### src/rtl/flag_mon_pkg.sv
// Purpose : shared types and result encodings for the flag window scheduler.
// Latency : n/a (types and constants only).
// Backpressure: n/a.
//
// Contents: scheduler state enum, result_code encodings and a helper that
// turns the two "seen" bits collected over a window into a result code.
package flag_mon_pkg;

  typedef enum logic [2:0] {
    ST_IDLE   = 3'd0,
    ST_SELECT = 3'd1,
    ST_OPEN   = 3'd2,
    ST_CLOSE  = 3'd3,
    ST_GAP    = 3'd4,
    ST_DONE   = 3'd5
  } state_t;

  // result_code values; RES_NONE is what the code port shows outside CLOSE
  // and is never strobed with result_valid.
  localparam logic [1:0] RES_NONE = 2'b00;
  localparam logic [1:0] RES_ST0  = 2'b01;
  localparam logic [1:0] RES_ST1  = 2'b10;
  localparam logic [1:0] RES_INV  = 2'b11;

  // Both levels observed -> invalid; otherwise whichever level was seen.
  // A window always has at least one sample, so (0,0) cannot occur in CLOSE.
  function automatic logic [1:0] classify(input logic seen0, input logic seen1);
    logic [1:0] code;
    if (seen0 && seen1) code = RES_INV;
    else if (seen1)     code = RES_ST1;
    else if (seen0)     code = RES_ST0;
    else                code = RES_NONE;
    return code;
  endfunction

endpackage

### src/rtl/flag_ch_classifier.sv
// Purpose : find the lowest set bit of an enable mask at or above a start index.
// Latency : combinational, zero cycles.
// Backpressure: none; pure function of its inputs.
//
// Ports:
//   en_mask   - channels eligible for selection
//   start_idx - first index to consider (one bit wider than CH_W so that
//               "one past the last channel" is representable and finds nothing)
//   next_idx  - lowest enabled index >= start_idx (0 when found is low)
//   found     - a qualifying channel exists
module flag_ch_classifier #(
  parameter int N_CH = 4,
  localparam int CH_W = $clog2(N_CH)
) (
  input  logic [N_CH-1:0] en_mask,
  input  logic [CH_W:0]   start_idx,
  output logic [CH_W-1:0] next_idx,
  output logic            found
);

  // Scan from the top down so the lowest qualifying index is written last.
  always_comb begin
    next_idx = '0;
    found    = 1'b0;
    for (int i = N_CH - 1; i >= 0; i--) begin
      if (en_mask[i] && (i >= int'(start_idx))) begin
        found    = 1'b1;
        next_idx = CH_W'(i);
      end
    end
  end

endmodule

### src/rtl/flag_window_scheduler.sv
// Purpose : sweep observation windows over N_CH flags, classify each as stable-0/1 or invalid.
// Latency : start at edge 0 -> SELECT cycle 1, window cycles 2..W+1, result cycle W+2 (one channel).
// Backpressure: none; start is ignored while busy, results are one-cycle strobes with no ready.
//
// Ports:
//   clk, reset              - clock, synchronous active-high reset
//   start                   - begin a sweep (accepted only in IDLE)
//   continuous              - sampled at each sweep end: restart instead of finishing
//   win_len, gap_len        - window length (0 acts as 1), post-window gap (0 = none)
//   ch_enable               - channels included in the sweep
//   flag_in                 - raw flags
//   busy, window, sel_ch    - sequencing status
//   result_valid/_ch/_code  - classification strobe
//   flag_out                - last stable value per channel
//   done                    - end of a non-continuous run
module flag_window_scheduler
  import flag_mon_pkg::*;
#(
  parameter int N_CH  = 4,
  parameter int CNT_W = 8,
  localparam int CH_W = $clog2(N_CH)
) (
  input  logic             clk,
  input  logic             reset,
  input  logic             start,
  input  logic             continuous,
  input  logic [CNT_W-1:0] win_len,
  input  logic [CNT_W-1:0] gap_len,
  input  logic [N_CH-1:0]  ch_enable,
  input  logic [N_CH-1:0]  flag_in,
  output logic             busy,
  output logic             window,
  output logic [CH_W-1:0]  sel_ch,
  output logic             result_valid,
  output logic [CH_W-1:0]  result_ch,
  output logic [1:0]       result_code,
  output logic [N_CH-1:0]  flag_out,
  output logic             done
);

  state_t state, state_d;

  logic [CH_W-1:0]  sel_q, sel_d;
  logic [CNT_W-1:0] win_cnt;
  logic [CNT_W-1:0] gap_cnt;
  logic             seen0, seen1;
  logic [CNT_W-1:0] cap_win;
  logic [CNT_W-1:0] cap_gap;
  logic [N_CH-1:0]  cap_en;
  logic [N_CH-1:0]  flag_q;

  // Lookup of the first enabled channel. In IDLE the config has not been
  // captured yet, so the decision at the start edge uses the live mask.
  logic [N_CH-1:0] first_mask;
  logic [CH_W-1:0] first_idx;
  logic            first_found;

  // Lookup of the next enabled channel above the current one.
  logic [CH_W:0]   next_start;
  logic [CH_W-1:0] next_idx;
  logic            next_found;

  assign first_mask = (state == ST_IDLE) ? ch_enable : cap_en;
  assign next_start = {1'b0, sel_q} + {{CH_W{1'b0}}, 1'b1};

  flag_ch_classifier #(.N_CH(N_CH)) u_first (
    .en_mask   (first_mask),
    .start_idx ('0),
    .next_idx  (first_idx),
    .found     (first_found)
  );

  flag_ch_classifier #(.N_CH(N_CH)) u_next (
    .en_mask   (cap_en),
    .start_idx (next_start),
    .next_idx  (next_idx),
    .found     (next_found)
  );

  logic last_win;
  logic last_gap;
  assign last_win = (win_cnt == CNT_W'(1));
  assign last_gap = (gap_cnt == CNT_W'(1));

  // ---------------------------------------------------------------- state reg
  always_ff @(posedge clk) begin
    if (reset) begin
      state <= ST_IDLE;
    end else begin
      state <= state_d;
    end
  end

  // --------------------------------------------------------------- next state
  // The sweep-advance decision is shared by CLOSE (no gap) and the last GAP
  // cycle. The selected channel is resolved when entering SELECT, so sel_ch
  // is already valid during the SELECT cycle itself.
  always_comb begin
    logic advance;
    state_d = state;
    sel_d   = sel_q;
    advance = 1'b0;

    unique case (state)
      ST_IDLE: begin
        if (start) begin
          if (first_found) begin
            state_d = ST_SELECT;
            sel_d   = first_idx;
          end else begin
            state_d = ST_DONE;
          end
        end
      end
      ST_SELECT: state_d = ST_OPEN;
      ST_OPEN: begin
        if (last_win) state_d = ST_CLOSE;
      end
      ST_CLOSE: begin
        if (cap_gap != '0) state_d = ST_GAP;
        else               advance = 1'b1;
      end
      ST_GAP: begin
        if (last_gap) advance = 1'b1;
      end
      ST_DONE: state_d = ST_IDLE;
      default: state_d = ST_IDLE;
    endcase

    if (advance) begin
      if (next_found) begin
        state_d = ST_SELECT;
        sel_d   = next_idx;
      end else if (continuous) begin
        // cap_en is known nonzero here, so first_found is set.
        state_d = ST_SELECT;
        sel_d   = first_idx;
      end else begin
        state_d = ST_DONE;
      end
    end
  end

  // ----------------------------------------------------------------- datapath
  // Window counter is loaded with max(win_len,1) and runs down to 1; the gap
  // counter likewise runs gap_len..1. Neither ever passes through zero, so
  // the all-ones length runs its full count without wrapping.
  always_ff @(posedge clk) begin
    if (reset) begin
      sel_q   <= '0;
      win_cnt <= '0;
      gap_cnt <= '0;
      seen0   <= 1'b0;
      seen1   <= 1'b0;
      cap_win <= '0;
      cap_gap <= '0;
      cap_en  <= '0;
      flag_q  <= '0;
    end else begin
      sel_q <= sel_d;
      unique case (state)
        ST_IDLE: begin
          if (start) begin
            cap_win <= win_len;
            cap_gap <= gap_len;
            cap_en  <= ch_enable;
          end
        end
        ST_SELECT: begin
          seen0   <= 1'b0;
          seen1   <= 1'b0;
          win_cnt <= (cap_win == '0) ? CNT_W'(1) : cap_win;
        end
        ST_OPEN: begin
          if (flag_in[sel_q]) seen1 <= 1'b1;
          else                seen0 <= 1'b1;
          win_cnt <= win_cnt - CNT_W'(1);
        end
        ST_CLOSE: begin
          // Invalid windows leave the last stable value in place.
          if (!(seen0 && seen1)) flag_q[sel_q] <= seen1;
          gap_cnt <= cap_gap;
        end
        ST_GAP: begin
          gap_cnt <= gap_cnt - CNT_W'(1);
        end
        default: ;
      endcase
    end
  end

  // ------------------------------------------------------------------ outputs
  always_comb begin
    busy         = (state != ST_IDLE);
    window       = (state == ST_OPEN);
    result_valid = (state == ST_CLOSE);
    done         = (state == ST_DONE);
    sel_ch       = sel_q;
    result_ch    = (state == ST_CLOSE) ? sel_q : '0;
    result_code  = (state == ST_CLOSE) ? classify(seen0, seen1) : RES_NONE;
    flag_out     = flag_q;
  end

endmodule

### config.mk
export PLATFORM = sky130hd
export DESIGN_NAME = flag_window_scheduler
export DESIGN_NICKNAME = d
export VERILOG_FILES = /design/src/rtl/flag_mon_pkg.sv /design/src/rtl/flag_ch_classifier.sv /design/src/rtl/flag_window_scheduler.sv
export SDC_FILE = /design/constraint.sdc
export NUM_CORES = 1
export LEC_CHECK = 0
export ABC_AREA = 1
export CORE_MARGIN = 2
export CORE_UTILIZATION = 53
export CTS_BUF_LIST = sky130_fd_sc_hd__clkbuf_16
export DETAILED_ROUTE_END_ITERATION = 7
export MAX_ROUTING_LAYER = met4
export PLACE_DENSITY = 0.8
export SYNTH_ARGS = -nofsm -noshare
export SYNTH_HDL_FRONTEND = slang
export SYNTH_SLANG_ARGS = --single-unit
### constraint.sdc
create_clock -name clk -period 2.1 [get_ports clk]
set_clock_uncertainty 0.15 [all_clocks]
set_input_delay 0.42 -clock clk [delete_from_list [all_inputs] [get_ports clk]]
set_output_delay 0.42 -clock clk [all_outputs]
set_load 0.01 [all_outputs]
; ---- Word level (Yosys, flattened, before mapping)
; Cells that the tools add are included.
[word_totals]
regBits = 47
inputBits = 28
output_inout_bits = 14
wordCells = 101
[op_classes]
add_sub_neg = 3
magnitude_cmp = 6
eq_ne = 13
mux = 51
bitwise = 1
reduce_logical = 17
[ops]
columns = op, count
row1 = 2-to-1 mux 2 bit, 18
row2 = case mux 8 bit (2 select lines), 2
row3 = 2-to-1 mux 3 bit, 7
row4 = equality test 8 x 1 -> 1 bit (second input constant), 2
row5 = subtractor 8 x 1 -> 8 bit (second input constant), 2
row6 = 2-to-1 mux 1 bit, 15
row7 = case mux 3 bit (5 select lines), 1
row8 = zero test 8 bit, 1
row9 = 2-to-1 mux 8 bit, 1
row10 = AND reduction 2 bit, 4
row11 = nonzero test 8 bit, 1
row12 = equality test 3 x 2 -> 1 bit (second input constant), 2
row13 = equality test 3 bit (second input constant), 2
row14 = >= comparator 1 x 3 -> 1 bit (first input constant), 2
row15 = >= comparator 2 x 3 -> 1 bit (first input constant), 2
row16 = logical AND 1 bit, 6
row17 = != test 3 x 1 -> 1 bit (second input constant), 2
row18 = case mux 1 bit (2 select lines), 3
row19 = bitwise mux 4 bit, 1
row20 = 2-to-1 mux 4 bit, 1
row21 = != test 2 bit (second input constant), 2
row22 = AND reduction 4 bit, 1
row23 = nonzero test 2 bit, 2
row24 = adder 2 x 1 -> 3 bit (second input constant), 1
row25 = other kinds (10), 10

; ---- Logic depth before layout (Yosys ltp)
[logic_depth]
word_depth = 12
depth_mapped = 13
ltp_nobuf = 13

; ---- Modules after synthesis
; From an unflattened synthesis, not the netlist that was laid out.
[unflattened]
cells_unflattened = 399
hier_area_um2 = 2621.3
[by_module_without_submodules]
columns = mod, n_inst, cells_each, area_per_inst_um2, seq_area_each_um2
row1 = flag_window_scheduler, 1, 365, 2451.1, 940.9
row2 = flag_ch_classifier, 2, 17, 85.1, 0.0

; ---- Worst setup path after synthesis
; OpenSTA, ideal clock, no wires.
[synth_timing]
path_kind = register -> output
startpoint = register state[0]
endpoint = output result_ch[0]
arrival_ns = 1.228
required_ns = 1.530
path_slack_ns = 0.302
stages_incl_launch_ff = 6
n_path_buf = 1
cell_sequence = dfxtp_1 > inv_1 > nor3_4 > inv_1 > buf_2 > nor2_1
[synth_between]
elab_chain_len = 2
[synth_lines]
columns = element, line
row1 = start: declaration, flag_window_scheduler.sv:41  ; state_t state, state_d;
row2 = start signal: assignment, flag_window_scheduler.sv:90  ; state <= state_d;
row3 = equality test 3 x 2 -> 1 bit, n/a
row4 = via result_valid, flag_window_scheduler.sv:34  ; output logic result_valid,
row5 = 2-to-1 mux 2 bit, flag_window_scheduler.sv:199  ; result_ch = (state == ST_CLOSE) ? sel_q : '0;
row6 = end: declaration, flag_window_scheduler.sv:35  ; output logic [CH_W-1:0] result_ch,
; The timed path passes the listed nets, and every way through them passes these cells.

; ---- Final worst setup path
[layout_timing]
startpoint = register state[2]
endpoint = output window
[layout_between]
elab_chain_len = 1
[layout_lines]
columns = element, line
row1 = equality test 3 x 2 -> 1 bit, flag_window_scheduler.sv:195  ; window = (state == ST_OPEN);
row2 = end: declaration, flag_window_scheduler.sv:32  ; output logic window,
; Every way passes these cells.

==> results.yml <==
grt:
  grt_pass1_vias: 2294
  antenna_found_initial: 0
  grt_first_pass_wirelength_mm: 10.08
  grt_use_total_pct: 25.41
  overflow: 0
  grt_max_degree: 34
min_path:
  min_from: "flag_out[2]"
  min_path_type: "reg -> reg"
synth:
  synth_top_family_by_area: "simple AND/OR/NAND/NOR gates"
  yosysWarnings: 0
  syn_inst: 361
  seq_area_frac_synth_pct: 38.62
  yosysTopAreaCell: "dfxtp_1"
  synth_common_cells: "nand2_1, inv_1, dfxtp_1"
  synth_ff_type: "dfxtp_1"
  synth_area_leaders: "dfxtp_1, nand2_1, a21oi_1"
  syn_area_um2: 2436
  muxShareOfSynthArea_pct: 0
  avgSynthCellArea_um2: 6.748
  synth_top_cell_area_share_pct: 38.62
  synth_compound_area_share_pct: 21.57
  synth-simple-area-share_pct: 25.99
  synth_enable_flop_cells: 0
  synth_fa_ha_area_share_pct: 2.054
  yosysMostFrequentCell: "nand2_1"
  synth_nets: 393
  async_reset_ff_share_pct: 0
  synth.distinct_cells: 32
  synth_xor_area_share_pct: 1.079
  synth_seq_cells: 47
route:
  drc: 0
  vias: 2513
  routed_wl_mm: 5.845
  wl_per_cell_um: 12.57
  drtPass1Iterations: 4
  drt-vias-per-instance: 5.404
  drtIter0Drc: 176
  postRouteAntennaNets: 0
cells_and_area:
  area_growth_syn_to_layout_pct: 28.61
  final_area_um2: 3133
  diodes: 0
  layout-drive-gt1-share_pct: 9.201
  nets: 444
  fin_util_pct: 71.46
cts:
  insertion_delay_ps: 280
  cts_sinks: 47
  cts_tree: "yes"
  cts_setup_buffers: 0
  ctsHoldBuffers: 0
  clkSlewWorstSetupHoldPaths_ps: 60
  cts-buffers-inserted: 5
  root_buffer: "clkbuf_16"
  htree_levels: 2
  clock_path_buffers: 2
sta:
  max-slew-margin-rel_pct: 75.02
  fin_tns_setup_ps: 0
  fin_crit_ps: 2034
  worstMarginPinSlew_ps: 371.2
  hold_viol: 0
  finalCritPeriodShare_pct: 96.86
  fin_hold_ws_ps: 292.7
  setup_viol: 0
  slew_violations: 0
  timing.fmax_mhz: 491.6
  rsz0062_at_grt: "no"
place:
  dpl_cell_area_um2: 2970
  gp_congestion: 0.8849
  dpl.hpwl_mm: 4.123
  numPortBuffers: 41
power:
  power_frac_clock_pct: 19.9
  internal_power_mw: 2.565
  p_leak_nw: 1.355
  power.share.switching_pct: 42.27
  switching_power_mw: 1.878
  cellPowerDensity_nw_per_um2: 1418
  p_seq_share_pct: 31.3
  ir_drop_mv: 0.6793
  pwr-share-comb_pct: 48.8
worst_setup_path:
  cpLargestDelayFamily: "buffers and inverters"
  worstPathArrival_ps: 1460
  crit_start: "state[2]"
  regToRegStartpoint: "state[1]"
  cp_max_fo: 5
  critPathBufInv: 2
  required_ps: 1530
  worst_path_max_delay_cell: "clkdlybuf4s50_1"
  crit_type: "reg -> out"
  cp-start-kind: "flip-flop"
  cpPeakStageDelay_ps: 530
  cp-end-kind: "output port"
  crit_path_cell_trace: "nor2_4, nand2_2, clkinv_1, clkdlybuf4s50_1"
floorplanning:
  coreArea_um2: 4384
  num_rows: 24
  dieArea_um2: 5155
  fp.dieW_um: 71.80
  start_util_pct: 55.57
  fp.dieH_um: 71.80
  ios: 42
run:
  maxCapViolCount: 0
run_status:
  status: "finished clean"
==> stage by stage <==
stage               std cells  power (mW)  worst slack (ps)
finish                    465       4.443             65.94
global route              465       4.838             18.14
CTS                       465       4.440             13.39
detailed placement        457       3.519             60.08
global placement          457       3.479             95.88
floorplan                 361       2.916             302.3
==> placed cells by master, fill, tap and decap left out, drive strengths merged <==
master / instances
clkinv: 3
clkbuf: 5
inv: 56
nand2: 62
o311ai: 1
o21ai: 34
xnor2: 1
dlygate4sd2: 6
nand3: 20
ha: 4
dfxtp: 47
a211oi: 1
clkdlybuf4s50: 34
xor2: 2
o32ai: 1
bufinv: 1
a21oi: 43
nor3: 8
buf: 14
nor4: 3
a32oi: 1
a22oi: 1
a31oi: 4
o211ai: 3
nor2: 46
o22ai: 7
nand4: 4
dlymetal6s2s: 1
==> per-layer routing <==
metal	vias up	GRT usage (%)	wire length, um
li1	1287	-	-
met1	1143	30.65	2498
met2	79	43.00	2903
met3	4	4.641	388
met4	0	7.966	55
met5	-	-	0
==> final timing paths <==
check                 to  slack [ps]  depth (start not counted)
max               window          70                          4
min          flag_out[2]         290                          2
max reg2reg     state[2]         240                          9
min reg2reg  flag_out[2]         290                          2
==> what timing repair did <==
action	4_1_cts	5_1_grt
gates cloned	0	0
pin swaps	0	1
setup endpoints to repair	8	2
endpoints found under the hold margin	0	0
resized for setup	11	1
==> tightest hold or removal path, cell delays in order, from the launching register on <==
cell and delay (ps):
dfxtp_1 310, inv_1 50, a21oi_1 50
==> flip-flops by register name, summed over array words and instances, names as in the netlist <==
signal    cells
flag_out      4
sel_ch        2
cap_win       8
state         3
win_cnt       8
cap_en        4
seen1         1
gap_cnt       8
cap_gap       8
seen0         1
==> kinds of logic (layout without fill, tap and decap cells) <==
group	Yosys count	count (layout)
adder cells (fa/ha/maj)	4	4
AND/OR/NAND/NOR	143	143
buffers and inverters	68	120
AO/OA/AOI/OAI	96	96
XOR/XNOR	3	3
flip-flops	47	47
==> layout make-up <==
cell class | count | area (um2)
clock buffer | 5 | 125.1
clock inverter | 3 | 38.79
fill | 399 | 1251
inverter | 57 | 214.0
multi-input combinational | 246 | 1235
sequential | 47 | 944.7
tap | 52 | 65.06
timing repair buffer | 55 | 510.5
==> power by group through the flow <==
stage | registers, mW | clock network (mW) | logic (mW)
global placement | 1.39 | 0 | 2.09
floorplan | 1.35 | 0 | 1.57
CTS | 1.39 | 0.898 | 2.16
finish | 1.39 | 0.885 | 2.17
global route | 1.43 | 0.929 | 2.48
detailed placement | 1.39 | 0 | 2.12
Power figures use the tool's default switching activity.
